[src/rtl/instruction_fetch_buffer.sv]
// Instruction fetch buffer: issues imem reads for accepted PC values, tracks fixed-latency reads in flight,
// and buffers returned words in order for decode. Optional same-cycle bypass when FETCH_BYPASS_EN is defined.
module instruction_fetch_buffer #(
  parameter int DEPTH       = 4,
  parameter int MEM_LATENCY = 2,
  parameter int ADDR_WIDTH  = 16,
  parameter int DATA_WIDTH  = 32
) (
  input  logic                  clock,
  input  logic                  reset,
  input  logic [ADDR_WIDTH-1:0] next_instruction,
  input  logic                  jump,
  output logic                  pc_stall,
  output logic                  imem_read,
  output logic [ADDR_WIDTH-1:0] imem_address,
  input  logic [DATA_WIDTH-1:0] imem_data,
  output logic                  instr_valid,
  output logic [DATA_WIDTH-1:0] instr,
  output logic [ADDR_WIDTH-1:0] instr_address,
  input  logic                  decode_ready
);

  localparam int PTR_W = $clog2(DEPTH);
  localparam int CNT_W = $clog2(DEPTH) + 1;
  localparam int OCC_W = $clog2(DEPTH + MEM_LATENCY + 1);

  logic [DATA_WIDTH-1:0]  fifo_data [DEPTH];
  logic [ADDR_WIDTH-1:0]  fifo_addr [DEPTH];
  logic [PTR_W-1:0]       wr_ptr;
  logic [PTR_W-1:0]       rd_ptr;
  logic [CNT_W-1:0]       count;
  logic [MEM_LATENCY-1:0] pipe_valid;
  logic [ADDR_WIDTH-1:0]  pipe_addr [MEM_LATENCY];

  logic [OCC_W-1:0]      inflight;
  logic [OCC_W-1:0]      occupancy;
  logic                  issue;
  logic                  fifo_empty;
  logic                  resp_valid;
  logic [ADDR_WIDTH-1:0] resp_addr;
  logic                  bypass_hit;
  logic                  bypass_take;
  logic                  enq;
  logic                  deq;

  // Issue control: queued plus in-flight fetches never exceed DEPTH, so every response has a slot.
  always_comb begin
    // NOTE: combinational blocks use blocking '=' with every output given a default first; this keeps
    // the logic purely combinational and prevents latch inference on any path.
    inflight = '0;
    for (int i = 0; i < MEM_LATENCY; i++) begin
      inflight = inflight + OCC_W'(pipe_valid[i]);
    end
    occupancy    = OCC_W'(count) + inflight;
    issue        = !reset && !jump && (occupancy < OCC_W'(DEPTH));
    imem_read    = issue;
    imem_address = issue ? next_instruction : '0;
    pc_stall     = !reset && !jump && !issue;
    resp_valid   = pipe_valid[MEM_LATENCY-1] && !jump && !reset;
    resp_addr    = pipe_addr[MEM_LATENCY-1];
    fifo_empty   = (count == '0);
  end

  // Decode-side output selection and FIFO push/pop decisions.
  always_comb begin
`ifdef FETCH_BYPASS_EN
    bypass_hit = fifo_empty && resp_valid;
`else
    bypass_hit = 1'b0;
`endif
    instr_valid   = !reset && (!fifo_empty || bypass_hit);
    instr         = '0;
    instr_address = '0;
    if (bypass_hit) begin
      instr         = imem_data;
      instr_address = resp_addr;
    end else if (instr_valid) begin
      instr         = fifo_data[rd_ptr];
      instr_address = fifo_addr[rd_ptr];
    end
    bypass_take = bypass_hit && decode_ready;
    deq         = instr_valid && decode_ready && !jump && !bypass_hit;
    enq         = resp_valid && !bypass_take;
  end

  // Control state; a jump flushes exactly like reset and wins over a same-cycle dequeue.
  always_ff @(posedge clock) begin
    if (reset || jump) begin
      wr_ptr     <= '0;
      rd_ptr     <= '0;
      count      <= '0;
      pipe_valid <= '0;
    end else begin
      pipe_valid[0] <= issue;
      for (int i = 1; i < MEM_LATENCY; i++) begin
        pipe_valid[i] <= pipe_valid[i-1];
      end
      if (enq) wr_ptr <= wr_ptr + 1'b1;
      if (deq) rd_ptr <= rd_ptr + 1'b1;
      case ({enq, deq})
        2'b10:   count <= count + 1'b1;
        2'b01:   count <= count - 1'b1;
        default: count <= count;
      endcase
    end
  end

  // NOTE: the FIFO storage and pipe addresses carry no reset; they are only observed when the
  // matching valid/count state says so, and the outputs are forced to zero otherwise.
  always_ff @(posedge clock) begin
    pipe_addr[0] <= next_instruction;
    for (int i = 1; i < MEM_LATENCY; i++) begin
      pipe_addr[i] <= pipe_addr[i-1];
    end
    if (enq) begin
      fifo_data[wr_ptr] <= imem_data;
      fifo_addr[wr_ptr] <= resp_addr;
    end
  end

`ifndef SYNTHESIS
  no_overflow: assert property (@(posedge clock) disable iff (reset)
    !(enq && !deq && (count == CNT_W'(DEPTH))));
`endif

endmodule
[config.mk]
export PLATFORM = sky130hd
export DESIGN_NAME = instruction_fetch_buffer
export DESIGN_NICKNAME = d
export VERILOG_FILES = /design/src/rtl/instruction_fetch_buffer.sv
export SDC_FILE = /design/constraint.sdc
export NUM_CORES = 1
export LEC_CHECK = 0
export CAP_MARGIN = 20
export CORE_MARGIN = 5
export CORE_UTILIZATION = 49
export CTS_CLUSTER_SIZE = 14
export DETAILED_ROUTE_END_ITERATION = 7
export MAX_ROUTING_LAYER = met4
export PLACE_DENSITY = 0.84
export SLEW_MARGIN = 20
export SYNTH_ARGS = -nofsm -noshare
export SYNTH_HDL_FRONTEND = slang
export SYNTH_SLANG_ARGS = --single-unit
export TNS_END_PERCENT = 100
[constraint.sdc]
create_clock -name clock -period 2.69 [get_ports clock]
set_clock_uncertainty 0.2 [all_clocks]
set_input_delay 0.538 -clock clock [delete_from_list [all_inputs] [get_ports clock]]
set_output_delay 0.538 -clock clock [all_outputs]
set_load 0.05 [all_outputs]
==> results of run 1 <==
==> layout make-up <==
type	count	area, um2	area share, %
antenna	1	2.50	0.0197
clock buffer	30	642	5.06
inverter	6	22.5	0.178
clock inverter	11	106	0.839
multi-input combinational	158	2280	18.0
sequential	235	6640	52.3
tap	225	282	2.22
timing repair buffer	180	2710	21.3
==> path summary, 6_finish.rpt <==
check / from / endpoint / slack [ps] / cells after the start
hold / removal: pipe_addr[0][2] / pipe_addr[0][18] / 130 / 0
setup reg to reg: count[0] / count[2] / 110 / 9
setup / recovery: pipe_valid[0] / imem_address[0] / -290 / 7
hold reg to reg: pipe_addr[0][2] / pipe_addr[0][18] / 130 / 0
==> state kept, by name, summed over array words and instances (netlist names), named ones only <==
| register | flops |
|---|---|
| rd_ptr | 2 |
| fifo_data | 128 |
| count | 3 |
| pipe_valid | 2 |
| wr_ptr | 2 |
| pipe_addr | 32 |
| fifo_addr | 64 |
==> power groups by stage <==
| stage | registers (uW) | logic, uW | clock network [uW] |
|---|---|---|---|
| after global routing | 3980 | 286 | 3360 |
| after floorplan | 4050 | 70.5 | 0 |
| after CTS | 3970 | 265 | 3180 |
| final | 3980 | 273 | 3130 |
| after global placement | 4050 | 228 | 0 |
| after detailed placement | 4050 | 236 | 0 |
==> stage by stage <==
step	util [%]	worst slack, ps	cells
5_1_grt	73.6	-340	846
2_1_floorplan	-	69.0	417
3_3_place_gp	63.4	-157	767
4_1_cts	72.7	-207	833
3_5_place_dp	63.4	-325	767
6_report	73.6	-291	846
==> metal layers <==
layer,part of all wire (%),vias to the layer above,wire length (um),track usage [%]
li1,-,2015,-,-
met1,40,2378,7650,24.7
met2,53,141,10100,31.2
met3,5.3,29,1010,3.53
met4,1.6,0,298,4.30
met5,0,-,0,-
==> Yosys cell counts, types with 2 or more instances <==
library cell / number
nor2_1: 11
buf_6: 3
buf_4: 2
clkbuf_1: 7
edfxtp_1: 192
mux4_2: 48
nor2b_1: 48
xor2_1: 4
a21oi_1: 2
dfxtp_1: 43
and2_1: 17
buf_2: 6
ha_1: 6
inv_1: 6
and3_1: 4
==> logic make-up after synthesis <==
family / synth area share (%)
AO/OA/AOI/OAI: 1.08
flip-flops: 77.1
multiplexers: 12.7
AND/OR/NAND/NOR: 6.03
XOR/XNOR: 0.510
adder cells (fa/ha/maj): 1.11
buffers and inverters: 1.48
==> timing repair <==
item	CTS	global route
gates resized for setup	123	31
cloned	9	2
buffers inserted	20	17
endpoints found under the hold margin	0	0
pin swaps	7	8
setup endpoints to repair	65	64
==> layout by cell type (no fill, tap or decap), types with 2 or more instances in the layout <==
master             n
a21oi_1            2
and2_4            16
and3_2             4
buf_12            82
buf_16             6
buf_4             29
buf_6              8
buf_8              2
bufinv_16          2
clkbuf_1           3
clkbuf_16         25
clkbuf_8           4
clkdlybuf4s50_1   50
clkinv_1           4
clkinv_2           3
dfxtp_1           37
dfxtp_2            4
dfxtp_4            2
edfxtp_1         192
ha_1               5
inv_1              6
mux4_2            48
nor2_1            10
nor2b_4           48
xor2_1             4
==> flow_summary.yaml, run 1 <==
status:
  status: "complete, but fails checks"
  violations: "negative setup slack"
detailed_routing:
  routed_via_density: 5.39
  drt-pass1-iter-count: 4
  drc: 0
  totalWireLength_um: 19100
  wl_per_cell_um: 22.6
  drt_iter0_drc: 277
  vias: 4563
  ant_nets: 0
setup_path:
  worst_setup_path_end_kind: "output pin"
  crit_top_cell: "buf_12"
  crit_buf_inv: 3
  path_class: "flop to output pin"
  critPathMaxStageDelay_ps: 340
  start_kind: "flop"
  cp_max_fo: 4
  crit_family: "compound AO/OA/AOI/OAI gates"
  crit_required_ps: 1950
  crit_arrival_ps: 2240
  path_cells: "ha_4, a21o_1, a221oi_4, buf_12, clkbuf_16, and2_4, buf_12"
  critical_path.slowest_cell: "dfxtp_2"
placed_design:
  portBuffers: 118
  placed_area_um2: 10900
  gp_congestion: 0.725
  dp_hpwl_um: 10100
synthesis:
  synthDistinctLibCells: 33
  synthArstFlopShare_pct: 0
  synth_nets: 476
  syn_area_per_cell_um2: 20.6
  synth.top_cell.area_share_pct: 67.1
  ys.flop_type: "edfxtp_1"
  syn_area_um2: 8590
  synthCells: 417
  synthTopCellsByArea: "edfxtp_1 67%, mux4_2 13%, dfxtp_1 10%"
  ys_seq_area_share_pct: 77.1
  yosys_warnings: 0
  synth.largest_area_cell: "edfxtp_1"
  synth_edf_count: 192
  ys_ff_latch: 235
cts:
  cts.hold.buffers_added: 0
  cts_made_buffers: 23
  cts_sinks: 235
  tritoncts: "built"
  h-tree-depth: 1
  clkSlewWorstSetupHoldPaths_ps: 60
  cts_buffer_depth: 3
  clock_latency_ps: 490
  cts_root_buffer: "clkbuf_16"
worst_hold_path:
  hold_class: "flop to flop"
sta:
  setup-tns-final_ps: -5780
  fmax_mhz: 335
  relSlewSlack_pct: 59.8
  finalMaxSlewViolations: 0
  worst_slack_ps: -291
  post-route-min-period_ps: 2980
  setup_viol: 56
  period_share_pct: 111
  rsz0062_at_grt: "yes"
  worst_pin_slew_ps: 597
  hold_viol_final: 0
  holdWs_ps: 126
grt:
  grt_max_degree: 27
  grt_antenna_before_repair: 1
  grt_pass1_wl_um: 28200
  grt_overflow: 0
  track_usage_pct: 18.9
  grt_pass1_vias: 4830
power_and_ir_drop:
  peakVddDrop_v: 0.000452
  seqPwrFrac_pct: 53.9
  power_uw: 7380
  p_int_uw: 5980
  p_leak_uw: 0.00440
  pwr_density_cell_nw_per_um2: 582
  clock_power_share_pct: 42.4
  swShare_pct: 18.9
  p_sw_uw: 1390
  combPwrFrac_pct: 3.7
finish:
  drive_gt1_share_pct: 47.4
  fin_nets: 663
  finalInstanceArea_um2: 12700
  area_delta_synth_final_pct: 47.6
  nFillCells: 920
floorplan:
  fp.dieArea_um2: 20300
  die_x_um: 142
  num_rows: 48
  initial_core_util_pct: 49.9
  coreArea_um2: 17200
  fp.dieH_um: 142
  num_io_pins: 119
job:
  cap_violations: 0
Power figures use the tool's default switching activity.
==> run 2, diff against run 1 <==
CELL_PAD_IN_SITES_DETAIL_PLACEMENT = 0   (was default)
CELL_PAD_IN_SITES_GLOBAL_PLACEMENT = 1   (was default)
CORE_UTILIZATION = 32   (was 49)
PLACE_DENSITY = 0.69   (was 0.84)
==> run 2 against run 1 <==
The run still ends with negative setup slack left. Sequential cell count is the same. Sequential share of layout area shrank 0.79 points. Non-clock buffer count shrank 11. Sequential power is essentially flat. Clock-buffer cell count grew 3. Wire length shrank 0.89%. Worst setup slack gained 47 ps. Critical path depth is the same. Critical endpoint unchanged.
==> flow_summary.yaml, run 2 (synthesis gave the netlist of run 1 again) <==
status:
  status: "complete, but fails checks"
  violations: "negative setup slack"
grt:
  use_met3_pct: 2.49
  use_met1_pct: 14.8
  grt_pass1_vias: 5019
  gr-usage-met2_pct: 22.2
  track_usage_pct: 12.5
  top_usage_layer: "met2"
  grt_pass1_wl_um: 28800
  grt_antenna_before_repair: 0
  grt_max_degree: 28
  grt_overflow: 0
finish:
  fin_util_pct: 48.2
  drive_gt1_share_pct: 47.2
  fin_nets: 654
  reg_top3: "fifo_data x128, fifo_addr x64, pipe_addr x32"
  layout_common_cells: "192 x edfxtp_1, 91 x buf_12, 51 x clkdlybuf4s50_1, 48 x mux4_2, 48 x nor2b_4"
  final_common_cell: "edfxtp_1"
  area_delta_synth_final_pct: 49.8
  top_register: "fifo_data"
  n_antenna_cell: 0
  largest_register_ffs: 128
  nFillCells: 2194
cts:
  clkSlewWorstSetupHoldPaths_ps: 60
  cts_root_buffer: "clkbuf_16"
  cts.hold.buffers_added: 0
  h-tree-depth: 1
  cts_made_buffers: 25
  clock_latency_ps: 500
  cts_buffer_depth: 3
  tritoncts: "built"
  cts_sinks: 235
detailed_routing:
  ant_nets: 0
  routed_via_density: 4.65
  wl_per_cell_um: 19.8
  drt-pass1-iter-count: 4
  vias: 4438
  totalWireLength_um: 18900
  drt_iter0_drc: 271
  drc: 0
setup_path:
  cp_max_fo: 9
  critical_path.slowest_cell: "dfxtp_4"
  crit_family: "compound AO/OA/AOI/OAI gates"
  path_class: "flop to output pin"
  crit_buf_inv: 3
  crit_required_ps: 1950
  crit_top_cell: "buf_12"
  crit_arrival_ps: 2200
  start_kind: "flop"
  critical_path_depth: 7
  ff2ff_path_depth: 9
  path_cells: "ha_4, a21o_1, a221oi_4, buf_4, buf_12, and2_4, buf_12"
  critPathMaxStageDelay_ps: 350
  worst_setup_path_end_kind: "output pin"
sta:
  setup_viol: 61
  relSlewSlack_pct: 73.8
  fmax_mhz: 341
  rsz0062_at_grt: "yes"
  period_share_pct: 109
  setup-tns-final_ps: -5290
  hold_viol_final: 0
  finalMaxSlewViolations: 0
  post-route-min-period_ps: 2930
  worst_slack_ps: -243
  worst_pin_slew_ps: 387
placed_design:
  gp_congestion: 0.686
  dp_hpwl_um: 11000
  portBuffers: 118
job:
  cap_violations: 0
power_and_ir_drop:
  p_leak_uw: 0.00441
  peakVddDrop_v: 0.000364
  pwr_density_cell_nw_per_um2: 591
floorplan:
  die_x_um: 174
  coreArea_um2: 26700
  fp.dieH_um: 174
  fp.dieArea_um2: 30200
  initial_core_util_pct: 32.2
  num_rows: 60
  num_io_pins: 119
worst_hold_path:
  hold_class: "flop to flop"
  whs_path_depth: 0
==> run 2: changes by cell type in the layout (fill, tap and decap cells not counted), moves of 2 or more <==
cell       before  now
buf_12         82   91
buf_16          6    2
buf_4          29   15
buf_6           8    3
clkbuf_16      25   30
clkinv_1        4    0
clkinv_2        3    7
dfxtp_1        37   39
dfxtp_2         4    2
==> run 2: power by group <==
group | internal [uW] | total [uW] | switching, uW
logic | 148 | 261 | 113
clock network | 2010 | 3370 | 1360
registers | 3960 | 3980 | 18.2
total | 6110 | 7600 | 1490
==> run 2: final cells by class <==
type | count | area, um2 | share of cell area [%]
flip-flops and latches | 235 | 6640 | 51.6
multi-input cells | 158 | 2280 | 17.7
clock inverters | 13 | 105 | 0.816
clock buffers | 33 | 727 | 5.65
well taps | 341 | 427 | 3.31
repair buffers | 169 | 2680 | 20.8
inverters | 6 | 22.5 | 0.175
==> run 2: through the flow <==
stage                     total power (uW)  setup WS [ps]  area (um2)  hold WS (ps)  instances
final                                 7600           -243       12900           121        955
after global routing                  7890           -329       12900           132        955
after CTS                             7720           -273       12700           125        951
after detailed placement              4290           -274       11200           112        892
after global placement                4280           -169       11200           111        892
after floorplan                       4120           69.0        8590           110        417
==> run 2: metal layers <==
layer	vias up	part of all wire, %	wire (um)
li1	1991	-	-
met1	2306	40	7630
met2	110	53	10100
met3	31	4.8	914
met4	0	1.6	310
met5	-	0	0
==> run 2: worst paths after layout <==
check        slack (ps)             from          endpoint
min                 120  pipe_addr[0][9]  pipe_addr[0][25]
min reg2reg         120  pipe_addr[0][9]  pipe_addr[0][25]
max                -240         count[0]   imem_address[0]
max reg2reg         480         count[0]          count[2]
==> run 2: repair_timing <==
| item | CTS | global route |
|---|---|---|
| setup endpoints to repair | 65 | 67 |
| cloned | 6 | 5 |
| setup buffers | 17 | 10 |
| pin swaps | 3 | 6 |
| resized for setup | 104 | 38 |
==> run 3, diff against run 2 <==
TNS_END_PERCENT = 5   (was 100)
==> run 3 against run 2 <==
Highest routed layer unchanged. Utilization decreased by 2.3 points. Sequential share of layout area increased by 2.6 points. Register-to-register slack about the same. Total power about the same. Critical path type unchanged. Die area unchanged. Cell count decreased by 1.2%. Global-route usage decreased by 0.60 points. The flow still finishes with violations (negative setup slack). Fmax about the same. Non-clock buffer count decreased by 11. Wire length decreased by 8.2%. Cell area decreased by 4.8%.
==> flow_summary.yaml, run 3 (synthesis gave the netlist of run 1 again) <==
status:
  status: "complete, but fails checks"
  violations: "negative setup slack"
grt:
  grt_pass1_wl_um: 27700
  grt_pass1_vias: 4987
  grt_antenna_before_repair: 0
  track_usage_pct: 11.9
  grt_overflow: 0
  grt_max_degree: 28
worst_hold_path:
  min-delay-start: "pipe_addr[0][9]"
  whs_path_depth: 0
  min_to: "pipe_addr[0][25]"
  hold_class: "flop to flop"
placed_design:
  gp_congestion: 0.686
  dp_hpwl_um: 11000
  portBuffers: 118
power_and_ir_drop:
  swShare_pct: 19.6
  combPwrFrac_pct: 3.4
  pwr_density_cell_nw_per_um2: 621
  power_uw: 7600
  p_sw_uw: 1490
  clock_power_share_pct: 44.3
  p_leak_uw: 0.00409
  peakVddDrop_v: 0.000366
  p_int_uw: 6110
  seqPwrFrac_pct: 52.3
floorplan:
  num_rows: 60
  num_io_pins: 119
  coreArea_um2: 26700
  initial_core_util_pct: 32.2
  die_x_um: 174
  fp.dieArea_um2: 30200
  fp.dieH_um: 174
finish:
  largest_register_ffs: 128
  nFillCells: 2274
  top_register: "fifo_data"
  fin_nets: 643
  n_antenna_cell: 0
  drive_gt1_share_pct: 39.6
  multi_input_area_um2: 1960
  final_common_cell: "edfxtp_1"
  reg_top3: "fifo_data x128, fifo_addr x64, pipe_addr x32"
  regArea_um2: 6640
  layout_common_cells: "192 x edfxtp_1, 82 x buf_12, 51 x clkdlybuf4s50_1, 48 x mux4_2, 39 x dfxtp_1"
  area_delta_synth_final_pct: 42.6
setup_path:
  start_kind: "flop"
  r2r_setup_slack_ps: 480
  ff2ff_path_depth: 9
  crit_arrival_ps: 2200
  crit_required_ps: 1950
  reg2reg_to: "count[2]"
  worst_setup_path_end_kind: "output pin"
  reg2reg_from: "count[0]"
  cp_max_fo: 9
  path_class: "flop to output pin"
sta:
  setup_viol: 61
  relSlewSlack_pct: 73.3
  setup-tns-final_ps: -9250
  fmax_mhz: 341
  worst_pin_slew_ps: 395
  post-route-min-period_ps: 2930
  worst_slack_ps: -245
  period_share_pct: 109
  hold_viol_final: 0
  finalMaxSlewViolations: 0
  rsz0062_at_grt: "yes"
cts:
  clock_latency_ps: 510
  cts_sinks: 235
  cts.hold.buffers_added: 0
  cts_made_buffers: 25
  h-tree-depth: 1
  tritoncts: "built"
  clkSlewWorstSetupHoldPaths_ps: 60
  cts_root_buffer: "clkbuf_16"
  cts_buffer_depth: 3
detailed_routing:
  drt-pass1-iter-count: 4
  vias: 4338
  wl_per_cell_um: 18.4
  totalWireLength_um: 17400
  routed_via_density: 4.60
  ant_nets: 0
  drc: 0
  drt_iter0_drc: 227
job:
  cap_violations: 0
## run 3: power groups by stage
stage               clock network [uW]  logic (uW)  registers (uW)
floorplan                            0        70.5            4050
detailed placement                   0         239            4050
global placement                     0         232            4050
CTS                               3470         263            3980
global route                      3640         274            3980
finish                            3370         259            3980
## run 3: worst max path at each step
stage	startpoint	to
2_1_floorplan	count[0]	imem_address[10]
3_3_place_gp	jump	count[2]
3_5_place_dp	jump	count[2]
4_1_cts	count[0]	imem_address[0]
5_1_grt	count[0]	imem_address[0]
6_report	count[0]	imem_address[0]
## run 3: layout make-up
type                       instances  area share [%]
sequential                       235            54.2
multi-input combinational        158            16.0
clock inverter                    13           0.858
tap                              341            3.48
clock buffer                      33            5.93
timing repair buffer             158            19.4
inverter                           6           0.184
## run 3: through the flow
step	cells	hold slack [ps]	worst slack (ps)	instance area, um2	utilization, %
2_1_floorplan	417	110	69.0	8590	-
3_3_place_gp	892	111	-169	11200	42.0
3_5_place_dp	892	112	-274	11200	42.0
4_1_cts	943	125	-272	12200	45.7
5_1_grt	944	133	-325	12300	45.8
6_report	944	121	-245	12300	45.8
## run 3: per-layer routing
| metal | part of all wire (%) | GRT usage [%] | wire length [um] |
|---|---|---|---|
| met4 | 2.1 | 3.23 | 366 |
| met2 | 53 | 20.9 | 9130 |
| met1 | 40 | 14.0 | 6940 |
| met3 | 5.3 | 2.51 | 927 |
| met5 | 0 | - | 0 |
## run 3: critical path, cell delays in order (launching register included)
cell      delay (ps)
dfxtp_4          350
ha_4             250
a21o_1           220
a221oi_4         280
buf_4            180
buf_12           130
and2_4           160
buf_12           130
## run 3: repair_timing
| item | 4_1_cts | 5_1_grt |
|---|---|---|
| pin swaps | 8 | 9 |
| cloned | 1 | 0 |
| buffers inserted | 4 | 1 |
| gates resized for setup | 32 | 10 |
| endpoints found under the setup margin | 65 | 66 |
